<file path="config.mk">
export PLATFORM = sky130hd
export DESIGN_NAME = lc3b_l1_cache
export DESIGN_NICKNAME = d
export VERILOG_FILES = /design/src/rtl/lc3b_l1_cache.sv
export SDC_FILE = /design/constraint.sdc
export NUM_CORES = 2
export LEC_CHECK = 0
export CORE_AREA = 2 2 531 533
export CTS_BUF_LIST = sky130_fd_sc_hd__clkbuf_4 sky130_fd_sc_hd__clkbuf_8 sky130_fd_sc_hd__clkbuf_16
export CTS_CLUSTER_SIZE = 24
export DETAILED_ROUTE_END_ITERATION = 8
export DIE_AREA = 0 0 533 535
export GPL_ROUTABILITY_DRIVEN = 0
export PLACE_DENSITY = 0.62
export SYNTH_ARGS = -nofsm -noshare
export SYNTH_HDL_FRONTEND = slang
export SYNTH_SLANG_ARGS = --single-unit
</file>
<file path="constraint.sdc">
create_clock -name clk -period 7.92 [get_ports clk]
set_clock_uncertainty 0.1 [all_clocks]
set_input_delay 2.376 -clock clk [delete_from_list [all_inputs] [get_ports clk]]
set_output_delay 2.376 -clock clk [all_outputs]
set_load 0.02 [all_outputs]
</file>
<file path="src/rtl/lc3b_l1_cache.sv">
// lc3b_l1_cache
// -----------------------------------------------------------------------------
// Two-way set-associative, write-back, write-allocate L1 cache between the
// LC-3b datapath memory port and physical memory.
//
// Geometry (fixed): 8 sets x 2 ways, 128-bit lines (8 x 16-bit words),
// 9-bit tags. Address split: tag [15:7], index [6:4], word [3:1]; bit 0 is
// the byte-within-word and only matters through mem_byte_enable.
//
// Ports
//   clk, rst_n        clock, asynchronous active-low reset
//   mem_address       CPU byte address
//   mem_read          CPU read request, held until mem_resp
//   mem_write         CPU write request, held until mem_resp (wins over read)
//   mem_byte_enable   bit0 -> byte [7:0], bit1 -> byte [15:8]
//   mem_wdata         CPU write data
//   mem_rdata         selected word of the hit line (0 when nothing hits)
//   mem_resp          one-cycle completion strobe, combinational on a hit
//   pmem_address      line address to physical memory, bits [3:0] are 0
//   pmem_read         line fill request, held until pmem_resp
//   pmem_write        line writeback request, held until pmem_resp
//   pmem_wdata        victim line data for writeback
//   pmem_rdata        fill line data
//   pmem_resp         physical memory completion strobe
//
// Optional build macro: LC3B_L1_CACHE_PERF_EN
//   Adds hit_count[15:0] and miss_count[15:0] outputs. Functional behaviour
//   is identical with or without the macro.
//
// Handshake semantics: a CPU request is a level (mem_read/mem_write) that the
// CPU holds stable together with address, data and byte enables until the
// cycle in which mem_resp is high; that cycle is the single completion cycle
// and the CPU may change or drop the request after the following clock edge.
// Towards physical memory the cache holds pmem_read/pmem_write and the
// address/data stable until it samples pmem_resp high at a clock edge; the
// strobe drops in the next cycle. pmem_resp outside a transaction is ignored.
//
// FSM state is held in r_state (IDLE / WRITEBACK / FILL) for observation.
// -----------------------------------------------------------------------------
module lc3b_l1_cache (
  input  logic         clk,
  input  logic         rst_n,
  input  logic [15:0]  mem_address,
  input  logic         mem_read,
  input  logic         mem_write,
  input  logic [1:0]   mem_byte_enable,
  input  logic [15:0]  mem_wdata,
  output logic [15:0]  mem_rdata,
  output logic         mem_resp,
  output logic [15:0]  pmem_address,
  output logic         pmem_read,
  output logic         pmem_write,
  output logic [127:0] pmem_wdata,
  input  logic [127:0] pmem_rdata,
  input  logic         pmem_resp
`ifdef LC3B_L1_CACHE_PERF_EN
  ,
  output logic [15:0]  hit_count,
  output logic [15:0]  miss_count
`endif
);

  typedef enum logic [1:0] {
    S_IDLE      = 2'd0,
    S_WRITEBACK = 2'd1,
    S_FILL      = 2'd2
  } state_t;

  // ---------------------------------------------------------------------------
  // Storage
  // ---------------------------------------------------------------------------
  // Data and tags are not reset; valid bits gate every use of them.
  logic [127:0]    r_data [0:7][0:1];
  logic [8:0]      r_tag  [0:7][0:1];
  logic [7:0][1:0] r_valid;
  logic [7:0][1:0] r_dirty;
  logic [7:0]      r_lru;           // names the least-recently-used way

  state_t          r_state;
  logic            r_victim;        // way being written back / filled
  logic [15:0]     r_pmem_address;
  logic [127:0]    r_pmem_wdata;

  // ---------------------------------------------------------------------------
  // Address decode and parallel tag compare
  // ---------------------------------------------------------------------------
  logic [8:0]   w_tag;
  logic [2:0]   w_idx;
  logic [2:0]   w_off;
  logic         w_req;
  logic         w_is_write;
  logic         w_hit0;
  logic         w_hit1;
  logic         w_hit;
  logic         w_hit_way;
  logic [127:0] w_hit_line;
  logic [15:0]  w_hit_word;
  logic [127:0] w_merged_line;
  logic         w_do_hit;
  logic         w_do_miss;
  logic         w_victim;
  logic         w_victim_dirty;
  logic         w_fill_done;
  logic         w_unused_addr_bit0;

  assign w_tag      = mem_address[15:7];
  assign w_idx      = mem_address[6:4];
  assign w_off      = mem_address[3:1];
  assign w_req      = mem_read | mem_write;
  // A simultaneous read and write is handled as a write.
  assign w_is_write = mem_write;

  // Byte selection within the word is carried entirely by mem_byte_enable.
  assign w_unused_addr_bit0 = mem_address[0];

  assign w_hit0    = r_valid[w_idx][0] && (r_tag[w_idx][0] == w_tag);
  assign w_hit1    = r_valid[w_idx][1] && (r_tag[w_idx][1] == w_tag);
  assign w_hit     = w_hit0 | w_hit1;
  assign w_hit_way = w_hit1;

  assign w_hit_line = r_data[w_idx][w_hit_way];
  assign w_hit_word = w_hit_line[{w_off, 4'h0} +: 16];

  // Line image after merging the enabled bytes of a write hit.
  always_comb begin
    w_merged_line = w_hit_line;
    if (mem_byte_enable[0]) w_merged_line[{w_off, 4'h0} +: 8] = mem_wdata[7:0];
    if (mem_byte_enable[1]) w_merged_line[{w_off, 4'h8} +: 8] = mem_wdata[15:8];
  end

  assign w_do_hit  = (r_state == S_IDLE) && w_req && w_hit;
  assign w_do_miss = (r_state == S_IDLE) && w_req && !w_hit;

  // Lowest-numbered invalid way first; with both ways valid, evict the LRU way.
  assign w_victim       = !r_valid[w_idx][0] ? 1'b0 :
                          !r_valid[w_idx][1] ? 1'b1 : r_lru[w_idx];
  assign w_victim_dirty = r_valid[w_idx][w_victim] && r_dirty[w_idx][w_victim];

  assign w_fill_done = (r_state == S_FILL) && pmem_resp;

  // ---------------------------------------------------------------------------
  // Outputs
  // ---------------------------------------------------------------------------
  // A completed fill returns to IDLE, where the still-held request hits and
  // finishes through this same path.
  assign mem_resp     = w_do_hit;
  assign mem_rdata    = w_hit ? w_hit_word : 16'h0000;

  // Strobes decode the registered state, so an asynchronous reset drops them
  // immediately.
  assign pmem_read    = (r_state == S_FILL);
  assign pmem_write   = (r_state == S_WRITEBACK);
  assign pmem_address = r_pmem_address;
  assign pmem_wdata   = r_pmem_wdata;

  // ---------------------------------------------------------------------------
  // Data and tag arrays (no reset)
  // ---------------------------------------------------------------------------
  // The FILL state is left by reset, so an aborted fill never reaches here.
  always_ff @(posedge clk) begin
    if (w_do_hit && w_is_write) begin
      r_data[w_idx][w_hit_way] <= w_merged_line;
    end else if (w_fill_done) begin
      r_data[w_idx][r_victim] <= pmem_rdata;
      r_tag[w_idx][r_victim]  <= w_tag;
    end
  end

  // ---------------------------------------------------------------------------
  // Control FSM, valid/dirty/LRU state and pmem request registers
  // ---------------------------------------------------------------------------
  always_ff @(posedge clk or negedge rst_n) begin
    if (!rst_n) begin
      r_state        <= S_IDLE;
      r_valid        <= '0;
      r_dirty        <= '0;
      r_lru          <= '0;
      r_victim       <= 1'b0;
      r_pmem_address <= 16'h0000;
      r_pmem_wdata   <= '0;
    end else begin
      case (r_state)
        S_IDLE: begin
          if (w_do_hit) begin
            r_lru[w_idx] <= ~w_hit_way;
            if (w_is_write) r_dirty[w_idx][w_hit_way] <= 1'b1;
          end else if (w_do_miss) begin
            r_victim <= w_victim;
            if (w_victim_dirty) begin
              r_state        <= S_WRITEBACK;
              r_pmem_address <= {r_tag[w_idx][w_victim], w_idx, 4'h0};
              r_pmem_wdata   <= r_data[w_idx][w_victim];
            end else begin
              r_state        <= S_FILL;
              r_pmem_address <= {w_tag, w_idx, 4'h0};
            end
          end
        end

        S_WRITEBACK: begin
          if (pmem_resp) begin
            r_state        <= S_FILL;
            r_pmem_address <= {w_tag, w_idx, 4'h0};
          end
        end

        S_FILL: begin
          if (pmem_resp) begin
            r_valid[w_idx][r_victim] <= 1'b1;
            r_dirty[w_idx][r_victim] <= 1'b0;
            r_state                  <= S_IDLE;
          end
        end

        default: r_state <= S_IDLE;
      endcase
    end
  end

`ifdef LC3B_L1_CACHE_PERF_EN
  // ---------------------------------------------------------------------------
  // Performance counters
  // ---------------------------------------------------------------------------
  // r_missed marks a request that has already missed, so its final hit-path
  // completion after the fill is not counted as a hit.
  logic        r_missed;
  logic [15:0] r_hit_count;
  logic [15:0] r_miss_count;

  always_ff @(posedge clk or negedge rst_n) begin
    if (!rst_n) begin
      r_missed     <= 1'b0;
      r_hit_count  <= 16'h0000;
      r_miss_count <= 16'h0000;
    end else begin
      if (w_do_hit) begin
        r_missed <= 1'b0;
        if (!r_missed) r_hit_count <= r_hit_count + 16'h0001;
      end else if (w_do_miss) begin
        r_missed     <= 1'b1;
        r_miss_count <= r_miss_count + 16'h0001;
      end
    end
  end

  assign hit_count  = r_hit_count;
  assign miss_count = r_miss_count;
`endif

endmodule

</file>
==> results.txt <==
The most numerous cell type found on the critical path is buf_12. Subtracting the final worst setup slack from the clock period gives 8.85 ns. STA classifies the critical path endpoint as an output pin. The adder-cell share of the synthesized area is 0.0794%, and the clock latency of the later-clocked register in the worst-skew pair is 0.95 ns. The run gives -11.65 ns as the final setup TNS. The cell class contributing the biggest share of worst-path delay is buffers and inverters. At the end of the flow the core is filled with cells to 42.5%. The first global-routing pass estimated 488000 µm of wire. The maximum clock rate was 113 MHz; the number of buffers created by CTS was 243. The flip-flop and latch count after synthesis is 2375.

TritonCTS built the clock tree. The number of routed nets with antenna violations was 0; the final critical-path setup slack was -0.932 ns. The cell type of the slowest stage on the worst timing path is a211oi_4. The largest driver fanout on the critical path works out to 7. At the worst endpoint, the required time is 5.44 ns.

For this configuration, the core starts out at a cell density of 33.9%. The run gives 7357 as the net count reported at finish. The number of antenna violations at the first check in global routing is 24. The total number of vias is 64.6k. For the tightest slew margin relative to the limit, the log shows -7.54%. Dividing the detail-routed wire length by the instance count gives 32.0 µm.

In the routed design, unresolved DRC markers number 0. Together, buffers and inverters on the worst path number 8. At the worst endpoint, the arrival time is 6.38 ns.

For the number of clock sinks, the log shows 2375. In this run the worst hold path is classified as register to register. The final layout contains routed wiring with a total length of 356000 µm. VDD sags by at most 196 µV.

The largest single stage delay on the critical path is 0.50 ns. By count the netlist is led by edfxtp_1 (2192), a22oi_1 (644), nor2_1 (569). During I/O placement, the number of pins put on the boundary was 330.

Once detailed placement completed, the half-perimeter wirelength came to 233000 µm. The clock tree synthesis step divided the H-tree into 4 levels. The final reports fail on capacitance limit, slew limit, setup timing. For this run, the number of Yosys warnings is 0.

The via count of the first global-routing pass is 61.4k. The total power density per cell area came out at 280 mW/mm². In the synthesized netlist, the number of instances is 6156.

Each instance of the synthesized netlist takes up on average 15.4 µm². The largest net degree at the start of global routing is 139, and the area of the core region is 0.279 mm². Before antenna repair, the detailed router went through 9 iterations. The area overhead of the layout relative to synthesis was 25.4%. Setup violations remaining at the end of the flow were counted as 16. Of the total synthesized cell area, the portion taken by AND, OR, NAND and NOR gates is 5.14%. The number of distinct library cell variants in the gate-level netlist after synthesis came out at 69.

In the synthesized netlist the dominant register cell turns out to be edfxtp_1. The area of the die was 0.285 mm². The critical path goes through buf_12 > mux2_4 > mux4_2 > or3_4 > a2111oi_4 > buf_4 > and4_4 > buf_12 > buf_8 > buf_6 > mux2i_4 > nor2_1 > buf_4 > a211oi_4 > o32ai_2 > buf_6 > buf_12. The run gives 0 as the sum of overflow across all layers after global routing. For the pin with the worst max-slew slack, the measured transition is 1.60 ns. The synthesized design spends more area on one cell type than any other, namely edfxtp_1.

Summed over all cells, the static leakage comes to 40.4 nW. Counting flops with a built-in enable in the synthesized netlist gives 2192. The number of rows created at floorplan is 194, and the fraction of the mapped netlist area in compound gates is 12.2%.

The layout has 24.7k filler cells. The post-CTS clock slew at the launch and capture registers of the worst setup and hold paths is 0.06 ns. The total global-route track usage is 24.0%. The number of vias per cell after detailed routing is 5.81, and the register area share after synthesis is 74.5%. The chip height works out to 535 µm.

For the number of pins with negative max-slew slack in the final report, the log shows 2. The clock tree root driver cell is clkbuf_16. Setup repair after global routing could not meet its margin everywhere.

After synthesis, the largest family of logic cells by area is compound AO/OA/AOI/OAI gates. By area the synthesized netlist is led by edfxtp_1 (70%), a22oi_1 (5.1%), dfrtp_1 (4.8%), mux2i_1 (3.3%), a21oi_1 (2.6%). The fraction of synthesized area in multiplexers works out to 5.79%.

The fraction of synthesized cell area in xor and xnor cells is 0.111%, and the final period utilization is 112%. The number of maximum-capacitance constraint violations is 1. Buffers inserted to repair hold after CTS numbered 0.

Port buffering added 324 buffers. Counting along the longest clock path gives a buffer depth of 4. For the detailed router's first-iteration violation count, the log shows 9023.

Measured along the x axis, the die boundary spans 533 µm. The total standard cell area after synthesis was 0.0945 mm²; the async set-reset flop share out of synthesis was 7.71%. STA classifies the critical path startpoint as an input port. The share of final-layout standard cells stronger than drive strength 1 came out at 22.4%. The library cell with the highest instance count after synthesis was edfxtp_1. In this run the biggest area consumer among cell types represents 69.6% of the synthesized area. The startpoint-to-endpoint class of the critical path was input port to output pin.

Total count of hold-check failures in the final report: 0. The run finished, with violations left.
-- sequential cells by signal, indices dropped and copies added, names as in the netlist, 2 cells and up --
register / count
pmem_address: 12
r_state: 2
pmem_wdata: 128
r_data: 2048
r_tag: 144
r_valid: 16
r_lru: 8
r_dirty: 16
-- what timing repair did --
action,in CTS,in global routing
setup endpoints to repair,17,17
cloned,2,3
buffers inserted,35,37
resized for setup,129,87
endpoints found under the hold margin,0,0
pin swaps,28,33
-- cell families (layout without fill, tap and decap cells) --
| kind of cell | Yosys count | after routing |
|---|---|---|
| AND/OR/NAND/NOR | 1084 | 1084 |
| AO/OA/AOI/OAI | 1745 | 1745 |
| other | 1 | 22 |
| flip-flops | 2375 | 2375 |
| multiplexers | 463 | 463 |
| buffers and inverters | 470 | 1696 |
| adder cells (fa/ha/maj) | 6 | 6 |
| XOR/XNOR | 12 | 12 |
-- layout make-up --
cell class	instances	area (µm²)	share of cell area [%]
diodes	18	45.0	0.0380
clock buffers	312	6770	5.71
clock inverters	134	1340	1.13
inverters	18	67.6	0.0570
multi-input cells	3314	23100	19.4
flip-flops and latches	2375	70400	59.4
well taps	3724	4660	3.93
repair buffers	1232	12200	10.3
-- path summary, 6_finish.rpt --
check / start / endpoint / slack, ns / cells after the start
worst max-delay path: mem_address[6] / mem_rdata[8] / -0.93 / 17
worst min-delay path: r_valid[14]$_DFFE_PN0P_ / r_valid[14]$_DFFE_PN0P_ / 0.36 / 1
worst max register to register: r_tag[5][8]$_DFFE_PP_ / r_data[4][133]$_DFFE_PP_ / 2.82 / 14
worst min register to register: r_valid[14]$_DFFE_PN0P_ / r_valid[14]$_DFFE_PN0P_ / 0.36 / 1
max in group asynchronous: rst_n / pmem_wdata[36]$_DFFE_PN0P_ / 5.04 / 2
min in group asynchronous: rst_n / pmem_wdata[20]$_DFFE_PN0P_ / 1.44 / 1
-- power breakdown --
group,leakage [nW],internal (mW),switching [mW]
registers,22.2,15.1,0.264
clock network,4.02,6.77,4.91
logic,14.2,1.93,4.19
total,40.4,23.8,9.36
-- stage by stage --
stage | instances | area (µm²) | setup WS, ns | hold WS, ns | total power, mW
final | 11100 | 119000 | -0.932 | 0.364 | 33.2
after global routing | 11100 | 119000 | -0.960 | 0.378 | 34.0
after CTS | 11100 | 118000 | -0.825 | 0.366 | 33.1
after detailed placement | 10600 | 109000 | -1.73 | 0.352 | 21.6
after global placement | 10600 | 109000 | -1.80 | 0.346 | 21.4
after floorplan | 6159 | 94600 | -0.900 | 0.334 | 18.4
-- per-layer routing --
layer | GRT usage, % | part of all wire [%] | up-vias
met2 | 37.7 | 45 | 4413
met4 | 16.8 | 8.4 | 2
met5 | 0 | 0.0037 | -
met1 | 29.7 | 36 | 32700
met3 | 5.18 | 10 | 971
li1 | - | - | 26600
-- placed cells by master (no fill, tap or decap), drive strengths merged, types with 11 or more instances in the layout --
cell / instances
xnor2: 11
mux2: 97
nand2: 225
edfxtp: 2192
a21oi: 492
a211oi: 66
o22ai: 52
nand3: 39
nor2b: 11
mux4: 57
and3: 31
clkbuf: 315
nand4: 89
a221o: 33
and2: 15
bufinv: 23
clkinv: 90
or2: 18
clkdlybuf4s50: 302
clkinvlp: 15
a221oi: 103
diode: 18
o21ai: 228
a22o: 40
buf: 927
nor2: 570
o221ai: 12
a22oi: 644
mux2i: 309
a31oi: 38
and4: 36
dfrtp: 183
inv: 24
(Power assumes the default switching activity.)
